File: config.mk
export PLATFORM = sky130hd
export DESIGN_NAME = set_bit_arbiter
export DESIGN_NICKNAME = d
export VERILOG_FILES = /design/src/rtl/set_bit_arbiter.sv
export SDC_FILE = /design/constraint.sdc
export NUM_CORES = 1
export LEC_CHECK = 0
export CAP_MARGIN = 10
export CELL_PAD_IN_SITES_DETAIL_PLACEMENT = 1
export CELL_PAD_IN_SITES_GLOBAL_PLACEMENT = 2
export CORE_ASPECT_RATIO = 1.2
export CORE_UTILIZATION = 20
export CTS_BUF_LIST = sky130_fd_sc_hd__clkbuf_8
export DETAILED_ROUTE_END_ITERATION = 16
export GPL_ROUTABILITY_DRIVEN = 1
export PLACE_DENSITY_LB_ADDON = 0.15
export SLEW_MARGIN = 20
export SYNTH_ARGS = -nofsm -noshare
export SYNTH_HDL_FRONTEND = slang
export SYNTH_SLANG_ARGS = --single-unit
export TNS_END_PERCENT = 100
File: constraint.sdc
create_clock -name clock -period 4.8 [get_ports clock]
set_clock_uncertainty 0.05 [all_clocks]
set_input_delay 0.48 -clock clock [delete_from_list [all_inputs] [get_ports clock]]
set_output_delay 0.48 -clock clock [all_outputs]
set_load 0.005 [all_outputs]
File: src/rtl/set_bit_arbiter.sv
// set_bit_arbiter
//   Arbitrates ownership of a shared set_bit writer between a header
//   requester and a component requester. The current owner's write and
//   flush strobes are registered onto the sb_* bus. A one-cycle DRAIN state
//   after each release lets the final registered write land before the next
//   owner is granted.
//
//   Build option: define SET_BIT_ARB_ROUND_ROBIN_EN to settle simultaneous
//   requests in favour of the requester that was not the last owner.
//   Without it, the header always wins a tie.
//
// Ports
//   clock, reset_n                     sole clock (rising edge); async active-low reset
//   hdr_req / cmp_req                  request ownership
//   hdr_done / cmp_done                owner releases ownership
//   hdr_enable/flush, cmp_enable/flush write / flush strobes
//   hdr_val/size_of_bit, cmp_val/...   write payload and bit count
//   hdr_grant / cmp_grant              ownership indication
//   sb_enable, sb_flush, sb_val,
//   sb_size_of_bit                     registered drive to set_bit
//   busy                               arbiter not idle
//   grant_bit_count                    bits accepted under the current/last grant
//   protocol_err                       sticky protocol violation flag
module set_bit_arbiter #(
   parameter int unsigned VAL_WIDTH = 64
) (
   input  logic                 clock,
   input  logic                 reset_n,
   input  logic                 hdr_req,
   input  logic                 cmp_req,
   input  logic                 hdr_done,
   input  logic                 cmp_done,
   input  logic                 hdr_enable,
   input  logic                 hdr_flush,
   input  logic                 cmp_enable,
   input  logic                 cmp_flush,
   input  logic [VAL_WIDTH-1:0] hdr_val,
   input  logic [VAL_WIDTH-1:0] hdr_size_of_bit,
   input  logic [VAL_WIDTH-1:0] cmp_val,
   input  logic [VAL_WIDTH-1:0] cmp_size_of_bit,
   output logic                 hdr_grant,
   output logic                 cmp_grant,
   output logic                 sb_enable,
   output logic                 sb_flush,
   output logic [VAL_WIDTH-1:0] sb_val,
   output logic [VAL_WIDTH-1:0] sb_size_of_bit,
   output logic                 busy,
   output logic [31:0]          grant_bit_count,
   output logic                 protocol_err
);

   typedef enum logic [1:0] {
      IDLE  = 2'd0,
      HDR   = 2'd1,
      CMP   = 2'd2,
      DRAIN = 2'd3
   } state_t;

   localparam logic [VAL_WIDTH-1:0] MAX_BITS = VAL_WIDTH'(64);

   // Reset: asserted asynchronously, released two rising edges later so the
   // first arbitration cannot happen before the second edge after release.
   logic sync_q1;
   logic rst_sync_n;

   always_ff @(posedge clock or negedge reset_n) begin
      if (!reset_n) begin
         sync_q1    <= 1'b0;
         rst_sync_n <= 1'b0;
      end else begin
         sync_q1    <= 1'b1;
         rst_sync_n <= sync_q1;
      end
   end

   state_t                 state;
   state_t                 next_state;
   logic                   own_en;
   logic                   own_flush;
   logic [VAL_WIDTH-1:0]   own_val;
   logic [VAL_WIDTH-1:0]   own_size;
   logic                   size_ok;
   logic                   accept;
   logic                   bad_size;
   logic                   stray;
   logic                   pick_hdr;
   logic [32:0]            cnt_sum;

`ifdef SET_BIT_ARB_ROUND_ROBIN_EN
   logic last_cmp;   // 1: component was the last owner
   assign pick_hdr = last_cmp;
`else
   assign pick_hdr = 1'b1;
`endif

   always_comb begin
      own_en    = 1'b0;
      own_flush = 1'b0;
      own_val   = '0;
      own_size  = '0;
      unique case (state)
         HDR: begin
            own_en    = hdr_enable;
            own_flush = hdr_flush;
            own_val   = hdr_val;
            own_size  = hdr_size_of_bit;
         end
         CMP: begin
            own_en    = cmp_enable;
            own_flush = cmp_flush;
            own_val   = cmp_val;
            own_size  = cmp_size_of_bit;
         end
         default: ;
      endcase

      size_ok  = (own_size != '0) && (own_size <= MAX_BITS);
      // An illegal size on the enable drops the whole beat, including a
      // flush raised in the same cycle.
      accept   = (own_en || own_flush) && (!own_en || size_ok);
      bad_size = own_en && !size_ok;
      stray    = ((hdr_enable || hdr_flush) && (state != HDR)) ||
                 ((cmp_enable || cmp_flush) && (state != CMP));

      // Only reached with size in 1..64, so the low 7 bits carry the value.
      cnt_sum  = {1'b0, grant_bit_count} + 33'(own_size[6:0]);

      next_state = state;
      unique case (state)
         IDLE: begin
            if (hdr_req && cmp_req) next_state = pick_hdr ? HDR : CMP;
            else if (hdr_req)       next_state = HDR;
            else if (cmp_req)       next_state = CMP;
         end
         HDR:     if (hdr_done) next_state = DRAIN;
         CMP:     if (cmp_done) next_state = DRAIN;
         default: next_state = IDLE;
      endcase
   end

   always_ff @(posedge clock or negedge rst_sync_n) begin
      if (!rst_sync_n) begin
         state           <= IDLE;
         hdr_grant       <= 1'b0;
         cmp_grant       <= 1'b0;
         busy            <= 1'b0;
         sb_enable       <= 1'b0;
         sb_flush        <= 1'b0;
         sb_val          <= '0;
         sb_size_of_bit  <= '0;
         grant_bit_count <= '0;
         protocol_err    <= 1'b0;
`ifdef SET_BIT_ARB_ROUND_ROBIN_EN
         last_cmp        <= 1'b1;
`endif
      end else begin
         state     <= next_state;
         hdr_grant <= (next_state == HDR);
         cmp_grant <= (next_state == CMP);
         busy      <= (next_state != IDLE);

         sb_enable      <= accept && own_en;
         sb_flush       <= accept && own_flush;
         sb_val         <= accept ? own_val  : '0;
         sb_size_of_bit <= accept ? own_size : '0;

         if (stray || bad_size) protocol_err <= 1'b1;

         if ((state == IDLE) && (next_state != IDLE))
            grant_bit_count <= '0;
         else if (accept && own_en)
            grant_bit_count <= cnt_sum[32] ? '1 : cnt_sum[31:0];

`ifdef SET_BIT_ARB_ROUND_ROBIN_EN
         if ((state == IDLE) && (next_state != IDLE))
            last_cmp <= (next_state == CMP);
`endif
      end
   end

endmodule

Word level (Yosys, flattened, before mapping). Index checks and enable logic that the tools add are counted.

Magnitude comparators: 1. Reduce and logical (&&, ||, !) cells: 21. Add/sub/neg operators: 1. Multiplexer cells: 15. Eq/ne operators: 6.

Operators with widths (count): 64-bit case mux with 2 select lines (2); 64-bit two-way mux (2); 32-bit two-way mux (3); 64-bit by 7-bit <= comparator with 1-bit output, second input constant (1); 64-bit nonzero test (1); 32-bit by 7-bit adder with 33-bit output (1); 2-bit two-way mux (5); 1-bit logical AND (9); 1-bit logical OR (6); 2-bit case mux with 3 select lines (1); 2-bit by 1-bit == test with 1-bit output, second input constant (2); 2-bit == test, second input constant (2); 1-bit case mux with 2 select lines (2); 2-bit nonzero test (2); 1-bit logical NOT (2); 2-bit logical NOT (1); 2-bit by 1-bit != test with 1-bit output, second input constant (1); 2-bit != test, second input constant (1).

Bits of input ports: 266. Logic and storage cells: 56. Output and inout port bits: 166. Bits in registers: 170.

Depth between registers and ports, before layout. Gate-level depths: netlist of the first run.

Depth in word-level cells: 9. Depth in mapped cells: 16.

Worst setup path after synthesis of the first run. OpenSTA, ideal clock, no wires.

Path kind: reg2reg. From: register state[0]. To: register grant_bit_count[10]. Path slack: 1.367 ns. Library setup time: 0.086 ns. Clock period less this slack: 3.433 ns. Path buffers: 1. Data arrival time: 3.297 ns. Stages on the path, launching flop included: 16. Data required time: 4.664 ns. Path through: dfrtp_1 inv_1 ha_1 clkbuf_1 a22oi_1 nor2_1 ha_1 inv_1 fa_1 nor2b_1 o31a_1 o31a_1 a21oi_1 nor4_1 and4b_1 nor3_1.

Word-level cells in the longest chain between the ends: 8. Elaborated cells between the ends (all ways): 27. Those cells by class: add/sub (1); order compare (1); eq/ne (2); mux (12); reduce/logical (11).

RTL lines: start, declared (RTL line 76) `state_t state;`; start signal, assigned (RTL line 157) `state <= next_state;`; 2-bit == test / 2-bit by 1-bit == test with 1-bit output (equally long branches) (RTL line 101, 129); 64-bit case mux with 2 select lines (RTL line 101) `unique case (state)`; 64-bit by 7-bit <= comparator with 1-bit output / 64-bit nonzero test (equally long branches) (RTL line 117) `size_ok = (own_size != '0) && (own_size <= MAX_BITS);`; 1-bit logical AND (RTL line 117); 1-bit logical OR (RTL line 120) `accept = (own_en || own_flush) && (!own_en || size_ok);`; 1-bit logical AND (RTL line 120); 1-bit logical AND (RTL line 171) `else if (accept && own_en)`; 2-bit nonzero test (no source line); end signal, assigned (RTL line 172) `grant_bit_count <= cnt_sum[32] ? '1 : cnt_sum[31:0];`; end, declared (RTL line 48) `output logic [31:0] grant_bit_count,`.

Several ways; a longest one is shown, not always the timed one. The select of a mux whose other input is x is not followed. A chain may end at the register's enable or synchronous reset.

Final worst setup path of the first run.
From: register state[0]. To: register grant_bit_count[16].

The elaborated chain is that of the path after synthesis.

==> out/qor.txt, run 1 <==
multi-input logic area - 0.00320 mm2
Worst R2R Setup Slack - 0.60 ns
global-route wire length before repair - 57800 um
most frequent cells in the layout - 431 x clkdlybuf4s50_1, 169 x dfrtp_1, 149 x nor2_1, 127 x a22oi_1, 29 x nor4_1
critical path fanouts, max - 14
crit path kind - flop to flop
DR vias/cell - 4.62
Worst R2R End - grant_bit_count[16]$_DFFE_PN0P_
clk_lat worst skew - 0.49 ns
post-route insts no fill - 1700
Reg clk slew, reported paths - 0.11 ns
DP HPWL - 31200 um
CTS buffer count - 17
hold slack final - 0.0921 ns
cts repair resizes - 0
post-CTS setup buffers - 0
Reg2Reg Launch Point - state[0]$_DFF_PN0_
Vias - 7853
Max Clock Freq - 238 MHz
first-pass iteration count of the detailed router - 4
syn nets - 1029
largest cells by area after synthesis - dfrtp_1 54%, a22oi_1 12%, nor2_1 7.2%
core area - 0.0382 mm2
P_leak - 5.16 nW
number of global-route vias before repair - 8625
Pwr Density - 429 mW/mm2
Mean Syn Cell Area - 10.4 um2
crit path time final - 4.20 ns
site row count - 78
WP data required - 5.12 ns
Tot GR Track Use - 20.2%
CTS tree - built
Top FF cell, synth - dfrtp_1
Worst Setup End Kind - flop
DRT Wirelength - 40100 um
Die W - 182 um
final setup margin - 0.596 ns
global route overflow - 0
share of cells above drive strength 1 - 5.38%
clk buf depth - 2
# hold bufs at CTS - 0
CTS H-Tree Depth - 4
Die Height - 218 um
die area - 0.0398 mm2
Hold Path Class - primary input to asynchronous set/reset pin
wire per inst - 23.6 um
register cell area after layout - 0.00426 mm2
commonest non-fill, non-tap cell in the layout - clkdlybuf4s50_1
CP arrival - 4.52 ns
dpl cells - 1660
# IOs - 432
Final nets - 1438
Startpoint Class - flop
#FFs+latches synth - 170
total of warnings raised by yosys - 0
synth unique cells - 59
Final TNS setup - 0 ns
number of port buffers - 431
largest net degree at the start of global routing - 129
Mapped Cells - 750
final hold vios - 0
GP Congestion - 0.799
Max Cap Viol - 0
Initial Util - 20.5%
status - completed
Seq/Total Area, Yosys - 54.5%
antenna violations before repair - 14
Layout area overhead - 67.4%
worst reg-to-reg path cell count - 14
Place WS - 0.518 ns
Rel. slew slack - 40.7%
Slew @ Worst Pin - 0.889 ns
Initial DRC Count - 356
post-route ant nets - 0
CTS sink count - 170
DRC errors left - 0
Cell Area, Synth - 0.00781 mm2
Yosys top cell area share - 54.5%
Peak VDD IR - 0.331 mV
Root Buffer - clkbuf_8
setup violators final - 0
# fillers - 4272
period utilisation layout - 87.6%
max-slew violations - 0
async set-or-reset flop fraction in the synthesized netlist - 100%
RSZ-0062 raised after global routing - no
cell taking the most area after synthesis - dfrtp_1
Post-synth EDFFs - 0
-- layer usage --
layer	vias up	global-route usage, %	share of wire (%)
met2	258	37.0	54
li1	3610	-	-
met1	3928	21.0	36
met5	-	0	0.20
met4	12	6.69	2.0
met3	45	7.57	8.1
-- report_power, final --
group	leakage, nW	internal, W	switching (W)
combinational	2.60	0.00112	0.00150
clock	0.217	0.000594	0.000622
sequential	2.34	0.00168	0.000101
-- worst max path at each step --
| stage | from | endpoint | slack (ns) | cells past startpoint |
|---|---|---|---|---|
| final | state[0]$_DFF_PN0_ | grant_bit_count[16]$_DFFE_PN0P_ | 0.60 | 14 |
| after CTS | state[0]$_DFF_PN0_ | grant_bit_count[16]$_DFFE_PN0P_ | 0.49 | 14 |
| after global placement | state[0]$_DFF_PN0_ | grant_bit_count[16]$_DFFE_PN0P_ | 0.58 | 14 |
| after global routing | state[0]$_DFF_PN0_ | grant_bit_count[16]$_DFFE_PN0P_ | 0.25 | 14 |
| after floorplan | state[0]$_DFF_PN0_ | grant_bit_count[10]$_DFFE_PN0P_ | 1.37 | 15 |
| after detailed placement | state[0]$_DFF_PN0_ | grant_bit_count[16]$_DFFE_PN0P_ | 0.52 | 14 |
-- critical path: stages, from the launching register on --
cell and delay, ns:
dfrtp_1 0.50, inv_1 0.13, ha_1 0.45, inv_1 0.19, nor2_1 0.20, ha_1 0.20, inv_1 0.06, fa_1 0.40
nor2b_1 0.18, o31a_1 0.21, o31a_1 0.24, o21ai_0 0.21, and4bb_2 0.63, nor2b_1 0.29, a311oi_1 0.13
-- stage by stage --
stage	power, W	util (%)	instance area, um2
2_1_floorplan	0.00325	-	7810
3_3_place_gp	0.00447	33.0	12600
3_5_place_dp	0.00448	33.0	12600
4_1_cts	0.00573	34.2	13100
5_1_grt	0.00597	34.2	13100
6_report	0.00561	34.3	13100
-- registers in the layout, summed over array words and instances (netlist names) --
name	count
hdr_grant	1
sb_val	64
protocol_err	1
sb_flush	1
sb_size_of_bit	64
grant_bit_count	32
rst_sync_n	1
sb_enable	1
cmp_grant	1
busy	1
sync_q1	1
state	2
-- synthesized netlist by cell type, drive strengths merged (12+ instances only) --
library cell	n
dfrtp	170
nor2	159
ha	12
clkbuf	33
buf	20
and2	13
nor4	29
and3	12
a311oi	12
inv	14
a21oi	17
nor3	15
a22oi	127
-- layout make-up --
cell class,instances,share of cell area (%)
clock inverters,14,1.59
multi-input cells,513,24.5
diodes,8,0.153
clock buffers,18,1.90
well taps,520,4.98
flip-flops and latches,170,32.6
repair buffers,443,33.9
inverters,14,0.402
-- cells by family after synthesis --
kind of cell	Yosys count	synth area share [%]
compound gates	213	20.3
simple gates	282	17.6
other cells	1	0.0480
xor+xnor	3	0.337
buf+inv	67	4.92
mux	1	0.128
fa+ha+maj	13	2.18
flops	170	54.5
Power figures use the tool's default switching activity.
==> run 2, diff against run 1 <==
--- a/config.mk
+++ b/config.mk
@@ -9,6 +9,7 @@
 export CELL_PAD_IN_SITES_DETAIL_PLACEMENT = 1
 export CELL_PAD_IN_SITES_GLOBAL_PLACEMENT = 2
 export CORE_ASPECT_RATIO = 1.2
+export CORE_MARGIN = 10
 export CORE_UTILIZATION = 20
 export CTS_BUF_LIST = sky130_fd_sc_hd__clkbuf_8
 export DETAILED_ROUTE_END_ITERATION = 16
==> out/qor.txt, run 2 (same netlist as run 1, synthesis figures left out) <==
status - completed
Die Height - 236 um (+8.2%)
CTS H-Tree Depth - 4 (unchanged)
Tot GR Track Use - 18.2% (-2.0 points)
Power Total - 0.00553 W (-1.5%)
final hold vios - 0 (unchanged)
Vias - 7808 (-0.57%)
number of port buffers - 431 (unchanged)
crit path kind - flop to flop
crit path time final - 3.95 ns (-0.252 ns)
setup violators final - 0 (unchanged)
Pwr Density - 424 mW/mm2 (-1.3%)
core area - 0.0386 mm2 (+1.3%)
Peak VDD IR - 0.443 mV (+34%)
CTS tree - built
switching power - 0.00223 W (+0.26%)
share of cells above drive strength 1 - 5.62% (+0.24 points)
P_leak - 5.16 nW (about the same)
cts repair resizes - 0 (unchanged)
Comb power frac - 47.9% (+1.3 points)
cell area after layout - 0.0130 mm2 (-0.19%)
Final nets - 1441 (+0.21%)
WP data required - 5.15 ns (+0.03 ns)
DRT Wirelength - 44300 um (+10%)
number of global-route vias before repair - 8785 (+1.9%)
Final TNS setup - 0 ns (unchanged)
DP HPWL - 35700 um (+15%)
Top Registers - sb_size_of_bit (64), sb_val (64), grant_bit_count (32)
Hold Path Class - primary input to asynchronous set/reset pin
Worst R2R End - grant_bit_count[28]$_DFFE_PN0P_
global-route wire length before repair - 63400 um (+9.6%)
global route overflow - 0 (unchanged)
wire per inst - 26.0 um (+10%)
most frequent cells in the layout - 431 x clkdlybuf4s50_1, 169 x dfrtp_1, 149 x nor2_1, 127 x a22oi_1, 29 x nor4_1
post-route ant nets - 0 (unchanged)
Reg clk slew, reported paths - 0.10 ns (about the same)
Layout area overhead - 67.1%
Startpoint Class - flop
DR vias/cell - 4.58 (-0.86%)
Critical Path Most Common Cell - inv_1
DRC errors left - 0 (unchanged)
worst reg-to-reg path cell count - 15 (+1)
Initial DRC Count - 357 (+0.28%)
Worst Setup End Kind - flop
die area - 0.0474 mm2 (+19%)
commonest non-fill, non-tap cell in the layout - clkdlybuf4s50_1
first-pass iteration count of the detailed router - 5 (+1)
Reg2Reg Launch Point - state[0]$_DFF_PN0_
max-slew violations - 0 (unchanged)
# IOs - 432 (unchanged)
Reg power frac - 32.0% (+0.3 points)
# hold bufs at CTS - 0 (unchanged)
CTS buffer count - 17 (unchanged)
critical path fanouts, max - 8 (-6)
GP Congestion - 0.791 (-1.0%)
CP arrival - 4.31 ns (-0.21 ns)
final core occ - 33.8% (-0.50 points)
Worst R2R Setup Slack - 0.85 ns (+0.25 ns)
Initial Util - 20.2% (-0.26 points)
largest net degree at the start of global routing - 129 (unchanged)
clk buf depth - 2 (unchanged)
Clock Power Share - 20.1% (-1.6 points)
post-CTS setup buffers - 0 (unchanged)
period utilisation layout - 82.3% (-5.3 points)
antenna violations before repair - 9 (-5)
Bufs and invs on worst path - 4 (+1)
Int Pwr - 0.00329 W (-2.7%)
CP max-delay cell - dfrtp_1
site row count - 79 (+1.3%)
CP delay by family, top - adder cells
crit-path cells - inv_1 > ha_1 > inv_1 > nor2_1 > ha_1 > inv_1 > fa_1 > nor2b_1 > o31a_1 > o31a_1 > o21ai_0 > and4bb_2 > buf_4 > a41oi_1 > a211oi_1
Rel. slew slack - 33.2% (-7.5 points)
Root Buffer - clkbuf_8
Max stage delay on crit path - 0.48 ns (-0.15 ns)
CTS sink count - 170 (unchanged)
Max Clock Freq - 253 MHz (+6.4%)
clk_lat worst skew - 0.49 ns (about the same)
Max Cap Viol - 0 (unchanged)
RSZ-0062 raised after global routing - no
Post-Place Cell Area - 0.0126 mm2 (+0.24%)
Sw Ratio - 40.4% (+0.72 points)
Die W - 200 um (+9.9%)
Slew @ Worst Pin - 1.00 ns (+0.113 ns)
[run 2: power by group through the flow]
stage          logic (W)  registers, W  clock network [W]
2_1_floorplan    0.00141       0.00184                  0
3_3_place_gp     0.00272       0.00179                  0
3_5_place_dp     0.00271       0.00180                  0
4_1_cts          0.00273       0.00178            0.00117
5_1_grt          0.00290       0.00180            0.00122
6_report         0.00265       0.00177            0.00111
[run 2: how the worst max path moves through the flow]
stage / startpoint / end / slack [ns] / cells after the start
2_1_floorplan: state[0]$_DFF_PN0_ / grant_bit_count[10]$_DFFE_PN0P_ / 1.37 / 15
3_3_place_gp: hdr_size_of_bit[35] / grant_bit_count[8]$_DFFE_PN0P_ / 0.64 / 9
3_5_place_dp: hdr_size_of_bit[35] / grant_bit_count[8]$_DFFE_PN0P_ / 0.61 / 9
4_1_cts: state[0]$_DFF_PN0_ / grant_bit_count[28]$_DFFE_PN0P_ / 0.80 / 15
5_1_grt: state[0]$_DFF_PN0_ / grant_bit_count[28]$_DFFE_PN0P_ / 0.52 / 15
6_report: state[0]$_DFF_PN0_ / grant_bit_count[28]$_DFFE_PN0P_ / 0.85 / 15
[run 2: layout make-up]
| class | instances | area, um2 |
|---|---|---|
| Inverter | 14 | 52.6 |
| Fill cell | 4326 | 25600 |
| Tap cell | 526 | 658 |
| Multi-Input combinational cell | 513 | 3200 |
| Timing Repair Buffer | 446 | 4450 |
| Antenna cell | 4 | 10.0 |
| Clock inverter | 14 | 163 |
| Sequential cell | 170 | 4260 |
| Clock buffer | 18 | 248 |
[run 2: metal layers]
metal / vias to the layer above / wire length, um / share of wire (%) / track usage [%]
li1: 3612 / - / - / -
met1: 3888 / 15500 / 35 / 17.9
met2: 265 / 23900 / 54 / 33.9
met3: 31 / 4350 / 9.8 / 8.48
met4: 12 / 380 / 0.86 / 4.00
met5: - / 89 / 0.20 / 0
[run 2: through the flow]
stage | cells | hold WS, ns | worst slack [ns]
floorplan | 750 | 0.134 | 1.37
global placement | 1669 | 0.179 | 0.636
detailed placement | 1669 | 0.184 | 0.612
CTS | 1701 | 0.0333 | 0.798
global route | 1703 | 0.0610 | 0.521
finish | 1705 | 0.0937 | 0.848
[run 2: worst reg2reg max path: stages (launching register included)]
cell      delay, ns
dfrtp_1        0.48
inv_1          0.13
ha_1           0.45
inv_1          0.19
nor2_1         0.16
ha_1           0.18
inv_1          0.06
fa_1           0.39
nor2b_1        0.19
o31a_1         0.19
o31a_1         0.25
o21ai_0        0.15
and4bb_2       0.47
buf_4          0.20
a41oi_1        0.12
a211oi_1       0.23
